## config.mk

```make
export PLATFORM = sky130hd
export DESIGN_NAME = rom_program_loader_flat
export DESIGN_NICKNAME = d
export VERILOG_FILES = /design/src/rtl/rom_program_loader_if.sv /design/src/rtl/rom_program_loader.sv /design/src/flat_wrapper.sv
export SDC_FILE = /design/constraint.sdc
export NUM_CORES = 1
export LEC_CHECK = 0
export BUFFER_PORTS_ARGS = -buffer_cell sky130_fd_sc_hd__buf_2
export CORE_AREA = 8 8 105 107
export DETAILED_ROUTE_END_ITERATION = 6
export DIE_AREA = 0 0 113 115
export PLACE_DENSITY_LB_ADDON = 0.05
export SLEW_MARGIN = 20
export SYNTH_ARGS = -nofsm -noshare
export SYNTH_HDL_FRONTEND = slang
export SYNTH_SLANG_ARGS = --single-unit
```

## constraint.sdc

```tcl
create_clock -name clk -period 2.7 [get_ports clk]
set_clock_uncertainty 0.05 [all_clocks]
set_input_delay 0 -clock clk [delete_from_list [all_inputs] [get_ports clk]]
set_output_delay 0 -clock clk [all_outputs]
set_load 0.02 [all_outputs]
```

## src/rtl/rom_program_loader_if.sv

```systemverilog
// Purpose: bundles the loader's control, byte-stream and ROM-programming signals.
// Latency: none, wiring only.
// Backpressure: in_valid/in_ready handshake on the byte stream; ROM side is strobe-only.
interface rom_program_loader_if #(
    parameter int ADDR_W = 8,
    parameter int DATA_W = 8
);
    logic              start;
    logic [ADDR_W-1:0] base;
    logic [ADDR_W:0]   length;
    logic              abort;
    logic              in_valid;
    logic [DATA_W-1:0] in_data;
    logic              in_ready;
    logic              edit;
    logic [ADDR_W-1:0] unit;
    logic [DATA_W-1:0] code;
    logic              send;
    logic              busy;
    logic              done;
    logic [1:0]        err;
    logic [ADDR_W:0]   count;

    // Requester / byte source / ROM observer side
    modport master (
        output start, base, length, abort, in_valid, in_data,
        input  in_ready, edit, unit, code, send, busy, done, err, count
    );

    // Loader side
    modport slave (
        input  start, base, length, abort, in_valid, in_data,
        output in_ready, edit, unit, code, send, busy, done, err, count
    );
endinterface

```

## src/rtl/rom_program_loader.sv

```systemverilog
// Purpose: streams program bytes into ROM unit by unit, then verifies a trailing checksum byte.
// Latency: start to done = 2*length + 2 cycles when the source never stalls; bad length finishes in 1.
// Backpressure: in_ready only in RECV/CSUM, so at most one byte per two cycles; in_valid low stalls freely.
module rom_program_loader #(
    parameter int ADDR_W = 8,
    parameter int DATA_W = 8
) (
    input  logic              clk,
    input  logic              rst_n,
    rom_program_loader_if.slave bus
);

    typedef enum logic [2:0] {
        IDLE  = 3'd0,
        RECV  = 3'd1,
        WRITE = 3'd2,
        CSUM  = 3'd3,
        FIN   = 3'd4
    } state_t;

    localparam logic [ADDR_W:0] LEN_MAX = {1'b1, {ADDR_W{1'b0}}};
    localparam logic [ADDR_W:0] CNT_ONE = {{ADDR_W{1'b0}}, 1'b1};

    localparam logic [1:0] ERR_OK    = 2'b00;
    localparam logic [1:0] ERR_CSUM  = 2'b01;
    localparam logic [1:0] ERR_LEN   = 2'b10;
    localparam logic [1:0] ERR_ABORT = 2'b11;

    state_t            state_q, state_d;
    logic [ADDR_W-1:0] base_q, base_d;
    logic [ADDR_W:0]   length_q, length_d;
    logic [ADDR_W-1:0] unit_q, unit_d;
    logic [DATA_W-1:0] code_q, code_d;
    logic [ADDR_W:0]   count_q, count_d;
    logic [DATA_W-1:0] sum_q, sum_d;
    logic [1:0]        err_q, err_d;

    logic              in_ready;
    logic              len_ok;

    // Handshake acceptance and ROM strobes are pure state decodes, so reset drops them at once
    assign in_ready     = (state_q == RECV) || (state_q == CSUM);
    assign len_ok       = (bus.length != '0) && (bus.length <= LEN_MAX);

    assign bus.in_ready = in_ready;
    assign bus.edit     = (state_q == RECV) || (state_q == WRITE) || (state_q == CSUM);
    assign bus.send     = (state_q == WRITE);
    assign bus.busy     = (state_q != IDLE);
    assign bus.done     = (state_q == FIN);
    assign bus.unit     = unit_q;
    assign bus.code     = code_q;
    assign bus.err      = err_q;
    assign bus.count    = count_q;

    // Next-state and datapath: abort outranks a pending transfer; a WRITE-cycle abort still counts its send
    always_comb begin
        state_d  = state_q;
        base_d   = base_q;
        length_d = length_q;
        unit_d   = unit_q;
        code_d   = code_q;
        count_d  = count_q;
        sum_d    = sum_q;
        err_d    = err_q;

        case (state_q)
            IDLE: begin
                if (bus.start) begin
                    count_d = '0;
                    sum_d   = '0;
                    if (len_ok) begin
                        base_d   = bus.base;
                        length_d = bus.length;
                        err_d    = ERR_OK;
                        state_d  = RECV;
                    end else begin
                        err_d    = ERR_LEN;
                        state_d  = FIN;
                    end
                end
            end

            RECV: begin
                if (bus.abort) begin
                    err_d   = ERR_ABORT;
                    state_d = FIN;
                end else if (bus.in_valid) begin
                    code_d  = bus.in_data;
                    unit_d  = base_q + count_q[ADDR_W-1:0];
                    sum_d   = sum_q + bus.in_data;
                    state_d = WRITE;
                end
            end

            WRITE: begin
                count_d = count_q + CNT_ONE;
                if (bus.abort) begin
                    err_d   = ERR_ABORT;
                    state_d = FIN;
                end else if (count_d == length_q) begin
                    state_d = CSUM;
                end else begin
                    state_d = RECV;
                end
            end

            CSUM: begin
                if (bus.abort) begin
                    err_d   = ERR_ABORT;
                    state_d = FIN;
                end else if (bus.in_valid) begin
                    err_d   = (bus.in_data == sum_q) ? ERR_OK : ERR_CSUM;
                    state_d = FIN;
                end
            end

            FIN: begin
                state_d = IDLE;
            end

            default: begin
                state_d = IDLE;
            end
        endcase
    end

    // State and datapath registers, cleared asynchronously
    always_ff @(posedge clk or negedge rst_n) begin
        if (!rst_n) begin
            state_q  <= IDLE;
            base_q   <= '0;
            length_q <= '0;
            unit_q   <= '0;
            code_q   <= '0;
            count_q  <= '0;
            sum_q    <= '0;
            err_q    <= ERR_OK;
        end else begin
            state_q  <= state_d;
            base_q   <= base_d;
            length_q <= length_d;
            unit_q   <= unit_d;
            code_q   <= code_d;
            count_q  <= count_d;
            sum_q    <= sum_d;
            err_q    <= err_d;
        end
    end

endmodule
```

## src/flat_wrapper.sv

```systemverilog
// flat-port wrapper written by rule: the top's interface ports become plain ports
module rom_program_loader_flat 
#(
    parameter int ADDR_W = 8,
    parameter int DATA_W = 8
)
  (clk, rst_n, bus_start, bus_base, bus_length, bus_abort, bus_in_valid, bus_in_data, bus_in_ready, bus_edit, bus_unit, bus_code, bus_send, bus_busy, bus_done, bus_err, bus_count);
  rom_program_loader_if #(.ADDR_W(ADDR_W), .DATA_W(DATA_W)) bus_i ();
  input  logic clk;
  input  logic rst_n;
  input wire logic [$bits(bus_i.start)-1:0] bus_start;
  input wire logic [$bits(bus_i.base)-1:0] bus_base;
  input wire logic [$bits(bus_i.length)-1:0] bus_length;
  input wire logic [$bits(bus_i.abort)-1:0] bus_abort;
  input wire logic [$bits(bus_i.in_valid)-1:0] bus_in_valid;
  input wire logic [$bits(bus_i.in_data)-1:0] bus_in_data;
  output wire logic [$bits(bus_i.in_ready)-1:0] bus_in_ready;
  output wire logic [$bits(bus_i.edit)-1:0] bus_edit;
  output wire logic [$bits(bus_i.unit)-1:0] bus_unit;
  output wire logic [$bits(bus_i.code)-1:0] bus_code;
  output wire logic [$bits(bus_i.send)-1:0] bus_send;
  output wire logic [$bits(bus_i.busy)-1:0] bus_busy;
  output wire logic [$bits(bus_i.done)-1:0] bus_done;
  output wire logic [$bits(bus_i.err)-1:0] bus_err;
  output wire logic [$bits(bus_i.count)-1:0] bus_count;
  assign bus_i.start = bus_start;
  assign bus_i.base = bus_base;
  assign bus_i.length = bus_length;
  assign bus_i.abort = bus_abort;
  assign bus_i.in_valid = bus_in_valid;
  assign bus_i.in_data = bus_in_data;
  assign bus_in_ready = bus_i.in_ready;
  assign bus_edit = bus_i.edit;
  assign bus_unit = bus_i.unit;
  assign bus_code = bus_i.code;
  assign bus_send = bus_i.send;
  assign bus_busy = bus_i.busy;
  assign bus_done = bus_i.done;
  assign bus_err = bus_i.err;
  assign bus_count = bus_i.count;
  rom_program_loader #(.ADDR_W(ADDR_W), .DATA_W(DATA_W)) u_core (.clk(clk), .rst_n(rst_n), .bus(bus_i));
endmodule
```

Yosys cells after proc, flatten, opt, wreduce, memory -nomap -nowiden
Index checks and enable logic that the tools add are counted.
- bitwise logic cells: 1
- eq/ne operators: 12
- reductions and logical operators: 17
- magnitude comparators: 1
- multiplexer cells: 22
- $add $sub $neg: 3
- operator list (cell ; number):
    $mux W8 ; 3
    $mux W3 ; 7
    $pmux W9 S2 ; 1
    $add A8 B8 Y8 ; 2
    $pmux W8 S2 ; 1
    $mux W2 ; 6
    $pmux W3 S4 ; 1
    $add A9 B1 Y9 const B ; 1
    $eq A9 B9 Y1 ; 1
    $le A9 B9 Y1 const B ; 1
    $mux W9 ; 1
    $reduce_and A3 Y1 ; 3
    $reduce_bool A9 Y1 ; 1
    $eq A8 B8 Y1 ; 1
    $reduce_and A4 Y1 ; 2
    $eq A3 B2 Y1 const B ; 2
    $ne A2 B2 Y1 const B ; 3
    $ne A3 B3 Y1 const B ; 2
    $pmux W2 S3 ; 1
    $reduce_bool A3 Y1 ; 2
    $reduce_bool A2 Y1 ; 2
    $eq A3 B1 Y1 const B ; 1
    $eq A3 B3 Y1 const B ; 1
    $logic_not A3 Y1 ; 1
    other kinds (7) ; 9
- register bits: 55
- input port bits: 30

Depth between registers and ports, before layout
- depth in word-level cells: 5
- depth in mapped cells: 8
- mapped depth without buffers: 8

Worst setup path after synthesis
OpenSTA, ideal clock, no wires.
- kind: reg-to-reg
- start: register u_core.count_q[0] (netlist: u_core.bus.count[0])
- end: register u_core.state_q[1]
- required time: 2.558 ns
- stages on the path, launching flop included: 6
- data arrival time: 2.084 ns
- setup time: 0.092 ns
- slack: 0.474 ns
- buffers on the path: 0
- path through: dfrtp_1 > ha_1 > xor2_1 > or4_1 > or4_1 > o31ai_2
- cells in the longest elaborated chain, start to end: 5
- ends and longest elaborated chain (item ; line ; source):
    start, declared ; rom_program_loader.sv:34 ; logic [ADDR_W:0] count_q, count_d;
    start signal, assigned ; rom_program_loader.sv:144 ; count_q <= count_d;
    $add A9 B1 Y9 ; rom_program_loader.sv:96 ; count_d = count_q + CNT_ONE;
    $eq A9 B9 Y1 ; rom_program_loader.sv:100 ; end else if (count_d == length_q) begin
    $mux W2 ; rom_program_loader.sv:100 ;
    $mux W3 ; rom_program_loader.sv:97 ; if (bus.abort) begin
    $pmux W3 S4 ; rom_program_loader.sv:66 ; case (state_q)
    end signal, assigned ; rom_program_loader.sv:139 ; state_q <= state_d;
    end, declared ; rom_program_loader.sv:29 ; state_t state_q, state_d;
Every way passes these cells.
A chain may end at the register's enable or synchronous reset.

Worst setup path in the final report
Ends and elaborated chain as after synthesis.

==> reports/summary.log <==
qor: finish.layout.cells.most_common_list buf_2 (61), dfrtp_1 (55), nand2_1 (52)
qor: synth.synthCells 331
qor: routing.wl_met1 4.10 mm
qor: cts.cts_made_buffers 5
qor: setup_path.critical_path_required 2.88 ns
qor: setup_path.r2r.worst_path.cells 5
qor: power.p_per_area 836 nW/um^2
qor: setup_path.critical-path-top-cell-by-count or4_1
qor: cts.deepest_clock_path_buffer_count 2
qor: die.dieHeight 115 um
qor: routing.ant_nets 0
qor: sta.timing.setup.tns 0 ns
qor: setup_path.critical_path.n_buffers_inverters 0
qor: synth.netlist-cell-type-count 45
qor: routing.wirelength 8.10 mm
qor: global_route.number_of_global_route_vias_before_repair 2,708
qor: sta.finalCriticalPeriod 2.26 ns
qor: run_status.status finished, final reports clean
qor: synth.synth.cell_area 3170 um^2
qor: sta.finalHoldViolCount 0
qor: hold_path.hold_start bus_in_valid
qor: setup_path.worst-r2r-setup-slack 0.44 ns
qor: power.worst_ir_drop_vdd 258 uV
qor: sta.max-slew-margin-rel 0.525
qor: routing.dr.max_layer_used met4
qor: finish.final_cell_area 3950 um^2
qor: cts.tritoncts_num_sinks 55
qor: die.initial_utilization 0.335
qor: setup_path.critPathMaxStageDelay 0.50 ns
qor: sta.tightest_slew 0.708 ns
qor: die.die_width 113 um
qor: routing.wl_met3 397 um
qor: finish.seqCellArea 1380 um^2
qor: setup_path.critical_path.cell_chain ha_1, xor2_1, or4_1, or4_1, o31ai_2
qor: cts.cts_root_buffer_type clkbuf_8
qor: finish.fillers 941
qor: routing.wl_per_cell 15.2 um
qor: setup_path.worstSetupPathType reg2reg
qor: sta.max_clock_freq 443 MHz
qor: job.drv_cap 0
qor: die.fp.coreArea 9460 um^2
qor: sta.min_period_over_period 0.837
qor: synth.synth.avg_cell_area 9.59 um^2
qor: global_route.number_of_antenna_violations_at_the_first_check_in_global_routing 0
qor: finish.layout.cells.most_common buf_2
qor: finish.diodes 0
qor: place.io_buffer_count 61
qor: global_route.groute.usage.overall 0.130
qor: hold_path.endpoint_with_the_worst_hold_slack u_core.state_q[1]
qor: place.placement.cell_area 3610 um^2
qor: die.placementRows 36
qor: setup_path.cp_slowest_cell or4_1
qor: routing.wl_met2 3.52 mm
qor: cts.post_cts.repair.setup_buffers 0
qor: power.p_leak 1.89 nW
qor: sta.report.final.setup_viol 0
qor: routing.pre_repair_dr_iteration_count 5
qor: setup_path.type_of_element_capturing_the_critical_path flop
qor: global_route.gr-total-overflow 0
qor: die.io_pins 62
qor: place.place_congestion 0.724
qor: hold_path.min_path_cells 4
qor: setup_path.crit_path_max_fanout 7
qor: finish.syn2layout_area_growth 24.6%
qor: setup_path.critical-path-top-delay-family simple AND/OR/NAND/NOR gates
qor: place.dp.final_hpwl 6.00 mm
qor: synth.sequential_to_total_area_share_from_yosys_stat 0.434
qor: finish.finalNetCount 465
qor: sta.final-max-slew-violation-count 0
qor: cts.clock_tree_from_tritoncts done
qor: cts.h-tree-depth 2
qor: finish.post_route_cells_drive_above_1_share 0.222
qor: setup_path.reg2reg_from u_core.bus.count[0]
qor: setup_path.worstPathArrival 2.44 ns
qor: routing.vias_per_cell 4.92
qor: die.design.die.area 13,000 um^2
qor: routing.drt_iter0_markers 160
qor: setup_path.worst_reg2reg_endpoint u_core.state_q[1]
qor: global_route.global_route_wire_length_before_repair 13.6 mm
qor: synth.synthesis_stage_register_bit_count 55
qor: setup_path.critPathLaunchType flop
qor: routing.drt_drc_violations_left 0
qor: hold_path.holdCritPathClass in2reg
qor: synth.syn-num-nets 378
qor: cts.clk_latency 0.31 ns
qor: finish.multi_input_combinational_cell_area 1690 um^2
qor: sta.grt_setup_unrepaired false
qor: cts.clk_pin_slew_worst_paths 0.10 ns
qor: routing.detailed_route_via_count 2,624
qor: global_route.grt_start_max_net_pins 22
qor: synth.synthesis.yosys.warnings 0
cell usage after synthesis:
cell | instances | area [um^2]
dfrtp_1 | 55 | 1380
nand2_1 | 52 | 195
o21ai_0 | 25 | 125
mux2_2 | 17 | 191
nor2_1 | 17 | 63.8
ha_1 | 15 | 188
a21oi_1 | 14 | 70.1
xnor2_1 | 14 | 123
nand3_1 | 13 | 65.1
xor2_1 | 12 | 105
clkbuf_1 | 11 | 41.3
inv_1 | 11 | 41.3
nor4_1 | 5 | 31.3
o211ai_1 | 5 | 37.5
o31ai_1 | 5 | 37.5
nand2b_1 | 4 | 25.0
nor3b_1 | 4 | 30.0
a211o_1 | 3 | 26.3
a211oi_1 | 3 | 22.5
a21o_1 | 3 | 22.5
a22o_1 | 3 | 26.3
and2_1 | 3 | 18.8
and3_1 | 3 | 18.8
mux2i_1 | 3 | 30.0
o21a_1 | 3 | 22.5
or4_1 | 3 | 22.5
buf_2 | 2 | 10.0
fa_1 | 2 | 40.0
nand3b_1 | 2 | 15.0
nor2b_1 | 2 | 12.5
nor3_1 | 2 | 10.0
o21bai_1 | 2 | 15.0
a21boi_0 | 1 | 7.51
a2bb2oi_1 | 1 | 8.76
a31oi_1 | 1 | 6.26
buf_6 | 1 | 11.3
nand4_1 | 1 | 6.26
nor2_4 | 1 | 11.3
nor4b_1 | 1 | 8.76
o21ai_1 | 1 | 5.00
o311a_1 | 1 | 10.0
o31ai_2 | 1 | 12.5
o41a_1 | 1 | 11.3
o41ai_1 | 1 | 8.76
or3_1 | 1 | 6.26
repair_timing:
action | 4_1_cts | 5_1_grt
endpoints found under the hold margin | 44 | 0
resized for setup | 0 | 0
hold buffers | 26 | 0
logic make-up after synthesis:
| group | synth area share |
|---|---|
| and+or+nand+nor | 0.170 |
| muxes | 0.0698 |
| adders and majority gates | 0.0718 |
| AOI/OAI and AO/OA | 0.150 |
| xor gates and xnor gates | 0.0718 |
| buffers and inverters | 0.0327 |
| DFF | 0.434 |
routing by layer:
layer	GRT usage	vias to the layer above
met2	0.206	60
met3	0.0347	5
met1	0.174	1220
met5	0	-
li1	-	1339
met4	0.0320	0
worst max-delay path by stage:
stage / slack [ns] / depth (start not counted) / startpoint / end
2_1_floorplan: 0.47 / 5 / u_core.bus.count[0] / u_core.state_q[1]
5_1_grt: 0.34 / 5 / u_core.bus.count[0] / u_core.state_q[1]
4_1_cts: 0.43 / 5 / u_core.bus.count[0] / u_core.state_q[1]
3_5_place_dp: 0.46 / 5 / u_core.bus.count[0] / u_core.state_q[1]
6_report: 0.44 / 5 / u_core.bus.count[0] / u_core.state_q[1]
3_3_place_gp: 0.50 / 5 / u_core.bus.count[0] / u_core.state_q[1]
metrics by stage:
stage                     worst slack, ns  total power (W)  utilization  instances  hold WS [ns]
after CTS                           0.426          0.00337        0.418        533        0.0292
after detailed placement            0.462          0.00286        0.382        499       -0.0576
final                               0.441          0.00330        0.418        533        0.0453
after floorplan                     0.474          0.00241            -        331        -0.346
after global routing                0.342          0.00361        0.418        533        0.0404
after global placement              0.502          0.00285        0.382        499       -0.0579
worst reg2reg max path: stages (launching register included):
cell and delay, ns:
dfrtp_1 0.47, ha_1 0.36, xor2_1 0.17, or4_1 0.46
or4_1 0.50, o31ai_2 0.18
state kept, by name, indices dropped and copies added, names as in the netlist:
register          flops
u_core.length_q       9
u_core.state_q        3
u_core.bus.unit       8
u_core.bus.code       8
u_core.bus.count      9
u_core.bus.err        2
u_core.base_q         8
u_core.sum_q          8
where the power goes:
| group | internal, W | switching, W | total (W) |
|---|---|---|---|
| registers | 0.00114 | 0.000226 | 0.00136 |
| clock network | 0.000183 | 0.000280 | 0.000464 |
| logic | 0.000663 | 0.000816 | 0.00148 |
layout make-up:
type / count / area share
clock inverters: 1 / 0.00127
well taps: 114 / 0.0361
clock buffers: 7 / 0.0193
multi-input cells: 251 / 0.428
flip-flops and latches: 55 / 0.348
inverters: 11 / 0.0104
repair buffers: 94 / 0.156
Power figures use the tool's default switching activity.
